File: src/rtl/compare_accumulator.sv
// Word-level magnitude compare: folds MSB-first per-bit compare vectors into one result per word.
// Optional one-hot checking of incoming compare vectors is enabled with `define CMP_ACC_ERR_EN.
module compare_accumulator #(
  parameter int unsigned WIDTH = 4
) (
  input  logic       clk,
  input  logic       rst,
  input  logic [2:0] c,
  input  logic       valid,
  input  logic       start,
  output logic [2:0] res,
  output logic       done,
  output logic       busy,
  output logic       err
);

  localparam int unsigned CNT_W = $clog2(WIDTH + 1);

  typedef enum logic [1:0] {
    IDLE  = 2'd0,
    ACCUM = 2'd1,
    DONE  = 2'd2
  } state_t;

  state_t           state, state_d;
  logic [2:0]       dec, dec_d;
  logic [2:0]       res_d;
  logic [2:0]       c_res;
  logic [CNT_W-1:0] cnt, cnt_d;
  logic             flag, flag_d;
  logic             done_d, busy_d;
  logic             load;
  logic             bad_c;

  assign load = valid & start;

`ifdef CMP_ACC_ERR_EN
  assign bad_c = !((c == 3'b100) || (c == 3'b010) || (c == 3'b001));
`else
  assign bad_c = 1'b0;
`endif

  // Collapse a possibly malformed vector: greater wins over less, less over equal.
  always_comb begin
    c_res = 3'b010;
    if (c[2]) begin
      c_res = 3'b100;
    end else if (c[0]) begin
      c_res = 3'b001;
    end
  end

  // Next-state and next-output logic.
  always_comb begin
    state_d = state;
    dec_d   = dec;
    cnt_d   = cnt;
    flag_d  = flag;
    res_d   = res;
    done_d  = 1'b0;
    busy_d  = 1'b0;

    if (load) begin
      dec_d   = c_res;
      cnt_d   = CNT_W'(1);
      flag_d  = bad_c;
      state_d = (WIDTH == 1) ? DONE : ACCUM;
    end else begin
      case (state)
        ACCUM: begin
          if (valid) begin
            // Decision is sticky once a and b differ.
            dec_d  = (dec == 3'b010) ? c_res : dec;
            cnt_d  = cnt + CNT_W'(1);
            flag_d = flag | bad_c;
            if (cnt_d == CNT_W'(WIDTH)) begin
              state_d = DONE;
            end
          end
        end
        DONE: begin
          state_d = IDLE;
          cnt_d   = '0;
        end
        default: begin
          state_d = IDLE;
        end
      endcase
    end

    done_d = (state_d == DONE);
    busy_d = (state_d == ACCUM);
    if (done_d) begin
      res_d = flag_d ? 3'b000 : dec_d;
    end
  end

  always_ff @(posedge clk or posedge rst) begin
    if (rst) begin
      state <= IDLE;
      dec   <= 3'b000;
      cnt   <= '0;
      flag  <= 1'b0;
      res   <= 3'b000;
      done  <= 1'b0;
      busy  <= 1'b0;
    end else begin
      state <= state_d;
      dec   <= dec_d;
      cnt   <= cnt_d;
      flag  <= flag_d;
      res   <= res_d;
      done  <= done_d;
      busy  <= busy_d;
    end
  end

`ifdef CMP_ACC_ERR_EN
  logic err_d;

  // Error status is latched with res and held until the next report.
  always_comb begin
    err_d = err;
    if (done_d) begin
      err_d = flag_d;
    end
  end

  always_ff @(posedge clk or posedge rst) begin
    if (rst) begin
      err <= 1'b0;
    end else begin
      err <= err_d;
    end
  end
`else
  assign err = 1'b0;
`endif

endmodule

File: config.mk
export PLATFORM = sky130hd
export DESIGN_NAME = compare_accumulator
export DESIGN_NICKNAME = d
export VERILOG_FILES = /design/src/rtl/compare_accumulator.sv
export SDC_FILE = /design/constraint.sdc
export NUM_CORES = 1
export LEC_CHECK = 0
export BUFFER_PORTS_ARGS = -buffer_cell sky130_fd_sc_hd__buf_2
export CAP_MARGIN = 25
export CORE_MARGIN = 3
export CORE_UTILIZATION = 25
export CTS_BUF_LIST = sky130_fd_sc_hd__clkbuf_16
export DETAILED_ROUTE_END_ITERATION = 16
export GPL_ROUTABILITY_DRIVEN = 1
export GPL_TIMING_DRIVEN = 0
export HOLD_SLACK_MARGIN = 0.15
export MAX_ROUTING_LAYER = met4
export PLACE_DENSITY = 0.45
export SLEW_MARGIN = 40
export SYNTH_ARGS = -nofsm -noshare
export SYNTH_HDL_FRONTEND = slang
export SYNTH_SLANG_ARGS = --single-unit
File: constraint.sdc
create_clock -name clk -period 1.4 [get_ports clk]
set_input_delay 0.21 -clock clk [delete_from_list [all_inputs] [get_ports clk]]
set_output_delay 0.21 -clock clk [all_outputs]
set_load 0.01 [all_outputs]
### Yosys cells after proc, flatten, opt, wreduce, memory -nomap -nowiden

Cells that the tools add are included.

* eq/ne operators: 7
* bitwise operators: 1
* $add $sub $neg: 1
* muxes and demuxes: 15
* reductions and logical operators: 2

Operators by type and width (count)
* $mux W3: 8
* $mux W2: 5
* $pmux W3 S2: 1
* $eq A2 B1 Y1 const B: 2
* $eq A2 B2 Y1 const B: 2
* $add A3 B1 Y3 const B: 1
* $eq A3 B2 Y1 const B: 1
* $eq A3 B3 Y1 const B: 1
* $ne A3 B3 Y1 const B: 1
* $reduce_bool A3 Y1: 1
* $reduce_and A2 Y1: 1
* $and A1 B1 Y1: 1
* $mux W1: 1

* logic and storage cells: 33
* bits of input ports: 7
* bits in registers: 14

### Depth between registers and ports, before layout

* depth after elaboration: 7
* gate-level depth with buffers: 5

### Worst setup path after synthesis

Ideal clock, no wire load.

* path type: reg-to-reg
* start point: register state[1]
* end point: register res[1]
* setup time: 0.121 ns
* arrival time: 1.200 ns
* stages on the path, launching flop included: 5
* required time: 1.279 ns
* slack: 0.079 ns
* cells stage by stage: dfrtp_1 > nand3b_2 > o31a_1 > o22a_1 > a22o_1

* elaborated cells between the ends (all ways): 9

RTL lines
* start, declared: line 25 `state_t state, state_d;`
* start signal, assigned: line 108 `state <= state_d;`
* $eq A2 B1 Y1: line 69 `case (state)`
* $mux W3: line 69
* $mux W3: line 63 `if (load) begin`
* named net dec_d[1]: line 26 `logic [2:0] dec, dec_d;`
* $mux W3: line 94 `res_d = flag_d ? 3'b000 : dec_d;`
* end signal, assigned: line 112 `res <= res_d;`
* end, declared: line 11 `output logic [2:0] res,`

The timed path passes the listed nets, and every way through them passes these cells.
A chain may end at the register's enable or synchronous reset.

### Worst setup path in the final report

Ends and elaborated chain as after synthesis.

==> impl_metrics.yaml <==
floorplan:
  die_y_um: 57.2
  rows: 17
  die_w_um: 57.2
  initial_utilization: 0.280
  die-area_um2: 3270
  ios: 13
  core_area_um2: 2340
outcome:
  status: "finished, final reports clean"
sta:
  clock.fmax_mhz: 744
  rsz0062_at_grt: "yes"
  worstMarginPinSlew_ps: 526
  setup_ws_ps: 56.8
  post-route-min-period_ps: 1340
  hold_viol_final: 0
  slew_headroom: 0.649
  clock_skew_ps: 2.11
  slew_violations: 0
  setup_viol: 0
  finalCritPeriodShare: 0.959
global_routing:
  use_met1: 0.127
  gr-max-usage-layer: "met2"
  met2_usage: 0.132
  grt_pass1_vias: 488
  grt_use_met3: 0.0498
  grt_remaining_overflow: 0
  grt_max_degree: 15
  grt_antenna_before_repair: 0
  grt_pass1_wl_um: 2280
  grt_util_all_layers: 0.0979
worst_hold_path:
  hp-class: "input pin to flop"
pwr:
  power_density_nw_per_um2: 1820
  sw_frac_of_total: 0.291
  p_seq_frac: 0.392
  p_switching_w: 0.000475
  peakVddDrop_uv: 1070
  power.leakage_nw: 0.424
  combPwrFrac: 0.290
  p_int_w: 0.00116
  pwr-share-clk: 0.318
clock_network:
  htreeDepth: 1
  root_buffer: "clkbuf_16"
  insertion_delay_ps: 240
  path_clk_slew_ps: 40
  clockBufferDepth: 2
  cts_inserted_buffers: 3
  tritoncts: "done"
  cts_sinks: 14
yosys:
  syn_area_per_cell_um2: 11.5
  synth_nets: 66
  synth-seq-cells: 14
  seq_area_frac_synth: 0.535
  yosysUniqueCellTypes: 26
  syn_area_um2: 654
  syn_inst: 57
  ys.warnings.count: 0
routing:
  viasPerCell: 4.81
  vias: 486
  first_pass_iters: 3
  drc_errors: 0
  drt-total-wl_um: 1290
  detail_route.wl_per_cell_um: 12.8
  first_iter_violations: 5
  ant_nets: 0
setup_path:
  startpoint_type: "flop"
  arrival_ps: 1470
  critical_path.slowest_cell: "dfrtp_1"
  end_kind: "flop"
  crit_type: "flop to flop"
  crit_required_ps: 1530
  max_stage_delay_ps: 420
  worstPathCellList: "nand3b_4, o31a_1, o22a_1, a22o_1"
  crit_fanout: 6
cells_and_area:
  multi_input_area_um2: 329
  final_cell_mix: "dfrtp_1, buf_2, inv_1"
  antennaDiodeCount: 0
  seq_area_um2: 352
  fin_area_um2: 896
  nets: 84
  fill_cells: 252
  drive_above_1_share: 0.370
  layout_commonest_cell: "dfrtp_1"
  area_growth_pct: 36.9
placement:
  place_area_um2: 739
  portBuffers: 10
  hpwl_um: 911
  pre_cts_ws_ps: -159
  finalWeightedCongestion: 0.652
job:
  cap_violations: 0
[worst paths after layout]
path	start	end	slack [ps]	depth (start not counted)
worst min-delay path	c[2]	dec[2]$_DFF_PP0_	270	2
worst max-delay path	state[1]$_DFF_PP0_	res[1]$_DFFE_PP0N_	60	4
worst min register to register	res[0]$_DFFE_PP0N_	res[0]$_DFFE_PP0N_	500	1
max in group asynchronous	rst	state[0]$_DFF_PP0_	470	3
min in group asynchronous	rst	res[2]$_DFFE_PP0N_	550	3
worst max register to register	state[1]$_DFF_PP0_	res[1]$_DFFE_PP0N_	60	4
[final cells by class]
| class | instances | share of cell area |
|---|---|---|
| flip-flops and latches | 14 | 0.392 |
| multi-input cells | 36 | 0.367 |
| clock buffers | 3 | 0.0838 |
| repair buffers | 13 | 0.0838 |
| well taps | 28 | 0.0391 |
| inverters | 6 | 0.0251 |
| plain buffers | 1 | 0.00838 |
[registers in the layout, summed over array words and instances, names as in the netlist]
register and flops:
cnt 3, busy 1, flag 1, done 1, res 3, dec 3
state 2
[Yosys cell counts]
master | number | area (um2)
a31o_2 | 2 | 17.5
conb_1 | 1 | 3.75
or2b_2 | 1 | 8.76
a32o_1 | 1 | 10.0
nand4_1 | 1 | 6.26
o31ai_1 | 2 | 15.0
nand3b_2 | 1 | 11.3
o22a_1 | 1 | 8.76
a311o_1 | 1 | 10.0
and2_1 | 2 | 12.5
o31a_1 | 1 | 8.76
nor2b_1 | 1 | 6.26
dfrtp_1 | 14 | 350
buf_4 | 1 | 7.51
and4bb_2 | 1 | 12.5
nor2_1 | 2 | 7.51
nor3b_1 | 1 | 7.51
and3_2 | 1 | 7.51
nand3_1 | 2 | 10.0
a21oi_1 | 3 | 15.0
a22o_1 | 5 | 43.8
nand3_2 | 1 | 10.0
nand2_1 | 2 | 7.51
xor2_1 | 1 | 8.76
ha_1 | 2 | 25.0
inv_1 | 6 | 22.5
[through the flow]
stage	hold WS (ps)	util	power [W]	TNS [ps]	std cells
global placement	292	0.316	0.000992	-494	95
finish	274	0.383	0.00163	0	101
CTS	264	0.373	0.00160	0	101
detailed placement	272	0.316	0.000994	-495	95
global route	286	0.383	0.00174	-2.11	101
floorplan	99.2	-	0.000877	0	57
[worst max-delay path, delay by kind of cell (launching register included)]
family,cells,cell delay (ps)
compound gates,3,610
flops,1,420
simple gates,1,190
[metal layers]
layer	part of all wire	routed length, um	vias to the layer above
met5	0	0	-
met4	0.011	14	0
met3	0.073	94	2
met2	0.42	541	14
met1	0.50	640	233
li1	-	-	237
[power by group through the flow]
stage | sequential, W | combinational [W] | clock (W)
floorplan | 0.000631 | 0.000246 | 0
global placement | 0.000621 | 0.000371 | 0
detailed placement | 0.000621 | 0.000373 | 0
CTS | 0.000619 | 0.000441 | 0.000543
global route | 0.000658 | 0.000523 | 0.000561
finish | 0.000639 | 0.000473 | 0.000519
[logic make-up (layout without fill, tap and decap cells)]
logic type,count (synthesis),after routing,share of synthesized area
simple gates,16,16,0.164
xor+xnor,1,1,0.0134
compound gates,16,16,0.197
buf+inv,7,23,0.0459
other cells,1,1,0.00573
flops,14,14,0.535
fa+ha+maj,2,2,0.0382
[timing repair]
item                       CTS  global route
hold buffers                 1             0
hold endpoints to repair    14             0
pin swaps                    2             1
buffers inserted             2             0
resized for setup            6             3
setup endpoints to repair    5             5
cloned                       0             0
Note: power is estimated with default switching activity, not from simulation.
